## config.mk

```make
export PLATFORM = sky130hd
export DESIGN_NAME = event_pulse_arbiter
export DESIGN_NICKNAME = d
export VERILOG_FILES = /design/src/rtl/event_pulse_arbiter.sv
export SDC_FILE = /design/constraint.sdc
export NUM_CORES = 1
export LEC_CHECK = 0
export ABC_AREA = 0
export BUFFER_PORTS_ARGS = -buffer_cell sky130_fd_sc_hd__buf_4
export CAP_MARGIN = 20
export CORE_UTILIZATION = 48
export DETAILED_ROUTE_END_ITERATION = 10
export PLACE_DENSITY = 0.67
export SYNTH_ARGS = -nofsm -noshare
export SYNTH_HDL_FRONTEND = slang
export SYNTH_SLANG_ARGS = --single-unit
```

## constraint.sdc

```tcl
create_clock -name clk_i -period 4.6 [get_ports clk_i]
set_clock_uncertainty 0.2 [all_clocks]
set_input_delay 0.69 -clock clk_i [delete_from_list [all_inputs] [get_ports clk_i]]
set_output_delay 0.69 -clock clk_i [all_outputs]
set_load 0.1 [all_outputs]
```

## src/rtl/event_pulse_arbiter.sv

```systemverilog
// Event pulse arbiter: synchronizes, debounces and edge-detects two raw event lines.
// Buffers the detected events per channel and issues them one at a time as En/Slt pulses.
module event_pulse_arbiter #(
    parameter int unsigned SYNC_STAGES     = 2,
    parameter int unsigned DEBOUNCE_CYCLES = 4,
    parameter int unsigned PEND_W          = 4
) (
    input  logic              clk_i,
    input  logic              rst_ni,
    input  logic              raw0_i,
    input  logic              raw1_i,
    input  logic              hold_i,
    input  logic              clr_ovf_i,
    output logic              en_o,
    output logic              slt_o,
    output logic [PEND_W-1:0] pend0_o,
    output logic [PEND_W-1:0] pend1_o,
    output logic              ovf_o
);

    localparam int unsigned CntW = $clog2(DEBOUNCE_CYCLES + 1);
    localparam logic [CntW-1:0] DebLast = CntW'(DEBOUNCE_CYCLES - 1);
    localparam logic [PEND_W-1:0] PendMax = '1;

    logic [1:0][SYNC_STAGES-1:0] sync_q, sync_d;
    logic [1:0][CntW-1:0]        db_cnt_q, db_cnt_d;
    logic [1:0]                  db_lvl_q, db_lvl_d;
    logic [1:0]                  db_prev_q;
    logic [1:0][PEND_W-1:0]      pend_q, pend_d;
    logic                        rr_q, rr_d;
    logic                        en_q, en_d;
    logic                        slt_q, slt_d;
    logic                        ovf_q, ovf_d;

    logic [1:0] raw;
    logic [1:0] synced;
    logic [1:0] ev;
    logic [1:0] grant;
    logic [1:0] drop;

    assign raw = {raw1_i, raw0_i};

    always_comb begin
        sync_d   = sync_q;
        db_cnt_d = db_cnt_q;
        db_lvl_d = db_lvl_q;
        synced   = '0;
        for (int c = 0; c < 2; c++) begin
            sync_d[c] = {sync_q[c][SYNC_STAGES-2:0], raw[c]};
            synced[c] = sync_q[c][SYNC_STAGES-1];
            if (synced[c] != db_lvl_q[c]) begin
                // Reaching the threshold toggles the level instead of storing the count.
                if (db_cnt_q[c] == DebLast) begin
                    db_lvl_d[c] = ~db_lvl_q[c];
                    db_cnt_d[c] = '0;
                end else begin
                    db_cnt_d[c] = db_cnt_q[c] + CntW'(1);
                end
            end else begin
                db_cnt_d[c] = '0;
            end
        end
    end

    assign ev = db_lvl_q & ~db_prev_q;

    always_comb begin
        grant = 2'b00;
        if (!hold_i) begin
            case ({|pend_q[1], |pend_q[0]})
                2'b01:   grant = 2'b01;
                2'b10:   grant = 2'b10;
                2'b11:   grant = rr_q ? 2'b10 : 2'b01;
                default: grant = 2'b00;
            endcase
        end
        en_d  = |grant;
        slt_d = (|grant) ? grant[1] : slt_q;
        rr_d  = rr_q ^ (|grant);
    end

    always_comb begin
        pend_d = pend_q;
        drop   = '0;
        for (int c = 0; c < 2; c++) begin
            if (ev[c] && !grant[c]) begin
                if (pend_q[c] == PendMax) begin
                    drop[c] = 1'b1;
                end else begin
                    pend_d[c] = pend_q[c] + PEND_W'(1);
                end
            end else if (grant[c] && !ev[c]) begin
                pend_d[c] = pend_q[c] - PEND_W'(1);
            end
        end
        // A drop in the same cycle as a clear keeps the flag set.
        if (|drop) begin
            ovf_d = 1'b1;
        end else if (clr_ovf_i) begin
            ovf_d = 1'b0;
        end else begin
            ovf_d = ovf_q;
        end
    end

    always_ff @(posedge clk_i or negedge rst_ni) begin
        if (!rst_ni) begin
            sync_q    <= '0;
            db_cnt_q  <= '0;
            db_lvl_q  <= '0;
            db_prev_q <= '0;
            pend_q    <= '0;
            rr_q      <= 1'b0;
            en_q      <= 1'b0;
            slt_q     <= 1'b0;
            ovf_q     <= 1'b0;
        end else begin
            sync_q    <= sync_d;
            db_cnt_q  <= db_cnt_d;
            db_lvl_q  <= db_lvl_d;
            db_prev_q <= db_lvl_q;
            pend_q    <= pend_d;
            rr_q      <= rr_d;
            en_q      <= en_d;
            slt_q     <= slt_d;
            ovf_q     <= ovf_d;
        end
    end

    assign en_o    = en_q;
    assign slt_o   = slt_q;
    assign pend0_o = pend_q[0];
    assign pend1_o = pend_q[1];
    assign ovf_o   = ovf_q;

endmodule

```

* After elaboration in Yosys (flattened, before gate mapping) *
Index checks and enable logic that the tools add are counted.
Widths: inputs -> output; s select.

word-level totals
  register bits = 26
  output and inout port bits = 11
  logic and storage cells = 73

operators by class
  add/sub/neg operators = 6
  eq/ne operators = 11
  mux-type cells = 19
  bitwise gates (word level) = 5
  reduce and logical (&&, ||, !) cells = 19

operators by type and width
  cell                 number
  $mux 4               6
  $mux 3               4
  $add 4x1->4 const B  2
  $eq 4x4->1 const B   2
  $reduce_and 2->1     4
  $reduce_or 4->1      2
  $sub 4x1->4 const B  2
  $add 3x1->3 const B  2
  $eq 3x2->1 const B   2
  $mux 1               6
  $pmux 2 s3           1
  $reduce_bool 2->1    3
  $eq 2x2->1 const B   2
  $logic_and 1x1->1    4
  $logic_not 1->1      4
  $mux 2               2
  $ne 2x2->1 const B   2
  $reduce_or 2->1      2
  $and 2x2->2          1
  $eq 2x1->1 const B   1
  $ne 1x1->1           2
  $not 1->1            2
  $not 2->2            1
  $xor 1x1->1          1

* Depth between registers and ports, before layout *
  word-level depth = 9
  gate-level depth with buffers = 8
  depth with buffers taken out = 8

* Least setup slack after synthesis *
OpenSTA, ideal clock, no wires.

  kind = register to register
  from = register pend_q, in the netlist pend1_o[0]
  to = register pend_q, in the netlist pend0_o[3]
  setup time = 0.163 ns
  arrival = 2.980 ns
  data required time = 4.237 ns
  path slack = 1.256 ns
  stages on the path, launching flop included = 9
  period minus slack after synthesis = 3.344 ns
  path through = dfrtp_1 -> or4_4 -> a211o_4 -> nand2_1 -> ha_1 -> and3_1 -> or3_1 -> mux2i_1 -> xor2_1

between the ends
  longest elaborated chain between the ends = 8
  elaborated cells between the ends (all ways) = 13

ends and longest elaborated chain
  element                                                           RTL line  text
  from (decl)                                                       29        logic [1:0][PEND_W-1:0] pend_q, pend_d;
  from (signal assigned)                                            122       pend_q <= pend_d;
  $reduce_or 4->1 *                                                 70        case ({|pend_q[1], |pend_q[0]})
  $eq 2x2->1 or $eq 2x1->1 (tied branches)                          70
  $pmux 2 s3 *                                                      70
  $mux 2 *                                                          69        if (!hold_i) begin
  $logic_not 1->1                                                   86        if (ev[c] && !grant[c]) begin
  $logic_and 1x1->1                                                 86
  $ne 2x2->1 (no source line) or $reduce_bool 2->1 (tied branches)  --
  $reduce_and 2->1 (no source line)                                 --

Mark *: on every way between the ends. The rest lies on a longest branch, timed or not.
A chain may end at the register's enable or synchronous reset.

* Worst setup path in the final report *
Ends and elaborated chain as after synthesis.

==> key figures <==
Drt
  • Wirelength, routed: 1933 um
  • Vias per cell: 5.521
  • DRC violation total after the first TritonRoute iteration: 10
  • Total via count in the routed design: 773
  • Final routed wire length divided by cell count: 13.81 um
  • First-pass DRT Iterations: 4
  • DRC violation count after routing: 0
  • Post-route ant nets: 0

Worst setup path
  • Reg-to-Reg End: pend0_o[3]
  • Start-to-end type of the worst setup path: flip-flop to flip-flop
  • Worst reg2reg setup slack: 1560 ps
  • Chain of cells forming the critical path: or4_4 -> a211o_4 -> nand2_1 -> ha_1 -> and3_1 -> or3_1 -> mux2i_1 -> xor2_1
  • Number of cells on the worst reg-to-reg path: 8
  • Slowest cell on the critical path: sky130_fd_sc_hd__or4_4
  • Arr. time, crit path: 3090 ps
  • Launch instance of the worst register-to-register path: pend1_o[0]
  • Worst EP required: 4650 ps
  • Critical Path End Type: flip-flop
  • Startpoint of the worst setup timing path: pend1_o[0]
  • CP startpoint kind: flip-flop
  • Biggest cell delay along the critical path: 600 ps
  • CP Capture Point: pend0_o[3]
  • Maximum fanout along the worst path: 6

CTS
  • Count of instances resized after the clock tree is built: 0
  • Number of clock sinks: 26
  • Later-pin clock latency in the skew report: 310 ps
  • H-tree levels: 1
  • Clock buffer depth: 2
  • Clk root buf: sky130_fd_sc_hd__clkbuf_4
  • Clock slew at the register clock pins of the worst setup and hold paths: 150 ps
  • Post-CTS setup repair buffer count: 0
  • TritonCTS clock tree: yes
  • CTS Buf Count: 3
  • # hold bufs at CTS: 0

Place
  • Placement Setup Slack: 1583 ps
  • Port buffer count: 16
  • Weighted congestion reported at the end of routability-driven placement: 0.8446
  • HPWL after detailed placement: 1483 um

Floorplanning
  • Standard-cell row count: 17
  • Core box area: 0.002297 sq mm
  • Die height: 52.49 um
  • Boundary Pins: 17
  • Initial core utilization: 53.27%
  • Total die area: 0.002755 sq mm
  • Floorplan die width: 52.49 um

Final layout
  • Total area of multi-input combinational cells: 561.8 sq um
  • Fraction of final layout cells with drive strength greater than 1: 25.89%
  • Leading cell types in the layout, fill and taps excluded: sky130_fd_sc_hd__dfrtp_1 (26), sky130_fd_sc_hd__buf_4 (16), sky130_fd_sc_hd__nand2_1 (7), sky130_fd_sc_hd__nor2b_1 (6), sky130_fd_sc_hd__ha_1 (6)
  • Post-layout nets: 127
  • Number of inserted filler cells in the final layout: 195
  • Diodes inserted: 0
  • Growth of design area from synthesis to finish: 15.64%
  • Most common library cell in the layout ignoring fill and taps: sky130_fd_sc_hd__dfrtp_1
  • Register Area: 650.6 sq um

Synthesis
  • Library cell with the largest summed area after synthesis: sky130_fd_sc_hd__dfrtp_1
  • Syn avg cell area: 13.30 sq um
  • Top cells by area in the synthesized netlist: sky130_fd_sc_hd__dfrtp_1 (53%), sky130_fd_sc_hd__ha_1 (6.1%), sky130_fd_sc_hd__mux2i_1 (4.1%), sky130_fd_sc_hd__xor2_1 (3.6%), sky130_fd_sc_hd__fa_1 (3.3%)
  • Basic-gate share of the synthesized area counting and, or, nand and nor cells: 12.88%
  • Mux contribution to synthesized area: 9.918%
  • Count of flip-flops with a built-in enable after synthesis: 0
  • Sequential cell area fraction in the yosys report: 53.17%
  • Synth Net Count: 106
  • Count of warnings emitted by yosys: 0
  • Post-Synthesis Cell Area: 0.001224 sq mm
  • Synth top area share: 53.17%
  • Synth cell types: 29
  • Post-synth top flop: sky130_fd_sc_hd__dfrtp_1
  • Area fraction in compound gates after synthesis: 7.260%
  • Register bit total from synthesis: 26
  • Xor/xnor share of the synthesized area: 6.442%
  • Main combinational cell family by area after synthesis: simple AND/OR/NAND/NOR gates
  • Instance count of the mapped netlist: 92
  • Share of flip-flops with an asynchronous set or reset after synthesis: 100.0%
  • Adder-cell share of the synthesized area: 9.407%

Global routing
  • Antenna violations before repair: 0
  • Via count of the first global-routing pass: 767
  • Maximum number of pins on one net before global-route repair: 27
  • Global router's overall resource usage: 16.70%
  • Remaining Overflow, GRT: 0
  • Wire length of the first global-routing pass: 3367 um

Flow run
  • Count of max-cap constraint violations: 0

STA
  • Maximum achievable frequency: 329.2 MHz
  • Normalized max-slew margin: 66.09%
  • Least setup slack across all paths after layout: 1563 ps
  • Actual slew at the worst max-slew pin: 507.6 ps
  • Minimum clock period after layout: 3037 ps
  • Final Max Slew Viols: 0
  • Crit share post-route: 66.03%
  • Final total negative setup slack: 0 ps
  • Setup repair after global routing missed its margin: false
  • Final count of negative-setup-slack endpoints: 0
  • Final hold vios: 0

Worst hold path
  • Hold/Removal Path Class: input port to async pin

Run status
  • Result of the run: completed
how the worst min path moves through the flow:
stage / startpoint / to
floorplan: sync_d[1] / sync_q[1]
global placement: sync_d[3] / sync_q[3]
detailed placement: sync_d[1] / sync_q[1]
CTS: rst_ni / pend0_o[1]
global route: rst_ni / pend0_o[1]
finish: rst_ni / slt_o
kinds of logic (layout without fill, tap and decap cells):
kind of cell               count (synthesis)  in the layout
AOI/OAI and AO/OA                         10             10
adders and majority gates                  8              8
muxes                                     10             10
and+or+nand+nor                           26             26
xor gates and xnor gates                   9              9
buffers and inverters                      3             23
DFF                                       26             26
cell type report:
cell class / count / share of cell area [%]
clock buffers: 4 / 2.564
inverters: 3 / 0.7958
multi-input cells: 63 / 39.70
flip-flops and latches: 26 / 45.98
well taps: 28 / 2.476
repair buffers: 16 / 8.488
Yosys cell counts (3+ instances only):
library cell              count
sky130_fd_sc_hd__ha_1         6
sky130_fd_sc_hd__dfrtp_1     26
sky130_fd_sc_hd__inv_1        3
sky130_fd_sc_hd__xor2_1       5
sky130_fd_sc_hd__xnor2_1      4
sky130_fd_sc_hd__mux2i_1      5
sky130_fd_sc_hd__nor2b_1      6
sky130_fd_sc_hd__nand2_1      7
per-stage QoR:
step	cells	hold slack [ps]	utilization [%]	instance area [sq um]
floorplan	92	131.2	-	1224
global placement	136	133.4	60.02	1379
detailed placement	136	142.4	60.02	1379
CTS	140	55.45	61.60	1415
global route	140	66.13	61.60	1415
finish	140	45.03	61.60	1415
metal layers:
metal  vias to the layer above  GRT usage, %  routed length (um)
met5                         -             0                   0
met4                         0         6.140                  17
met3                         2         2.609                 110
met2                        27         27.85                 922
met1                       379         21.72                 881
li1                        365             -                   -
critical path, delay by kind of cell, from the launching register on:
kind	cells	cell delay (ps)
muxes	1	170
xor gates and xnor gates	1	150
AOI/OAI and AO/OA	1	400
and+or+nand+nor	4	1280
DFF	1	490
adders and majority gates	1	290
registers in the layout (all words and copies together), names as in the netlist:
| name | flops |
|---|---|
| db_cnt_q | 6 |
| ovf_o | 1 |
| slt_o | 1 |
| pend1_o | 4 |
| db_prev_q | 2 |
| rr_q | 1 |
| db_lvl_q | 2 |
| en_o | 1 |
| sync_d | 2 |
| pend0_o | 4 |
| sync_q | 2 |
Power is not shown: default switching activity piles up to over one toggle a cycle in this logic, so the estimate is an artifact.
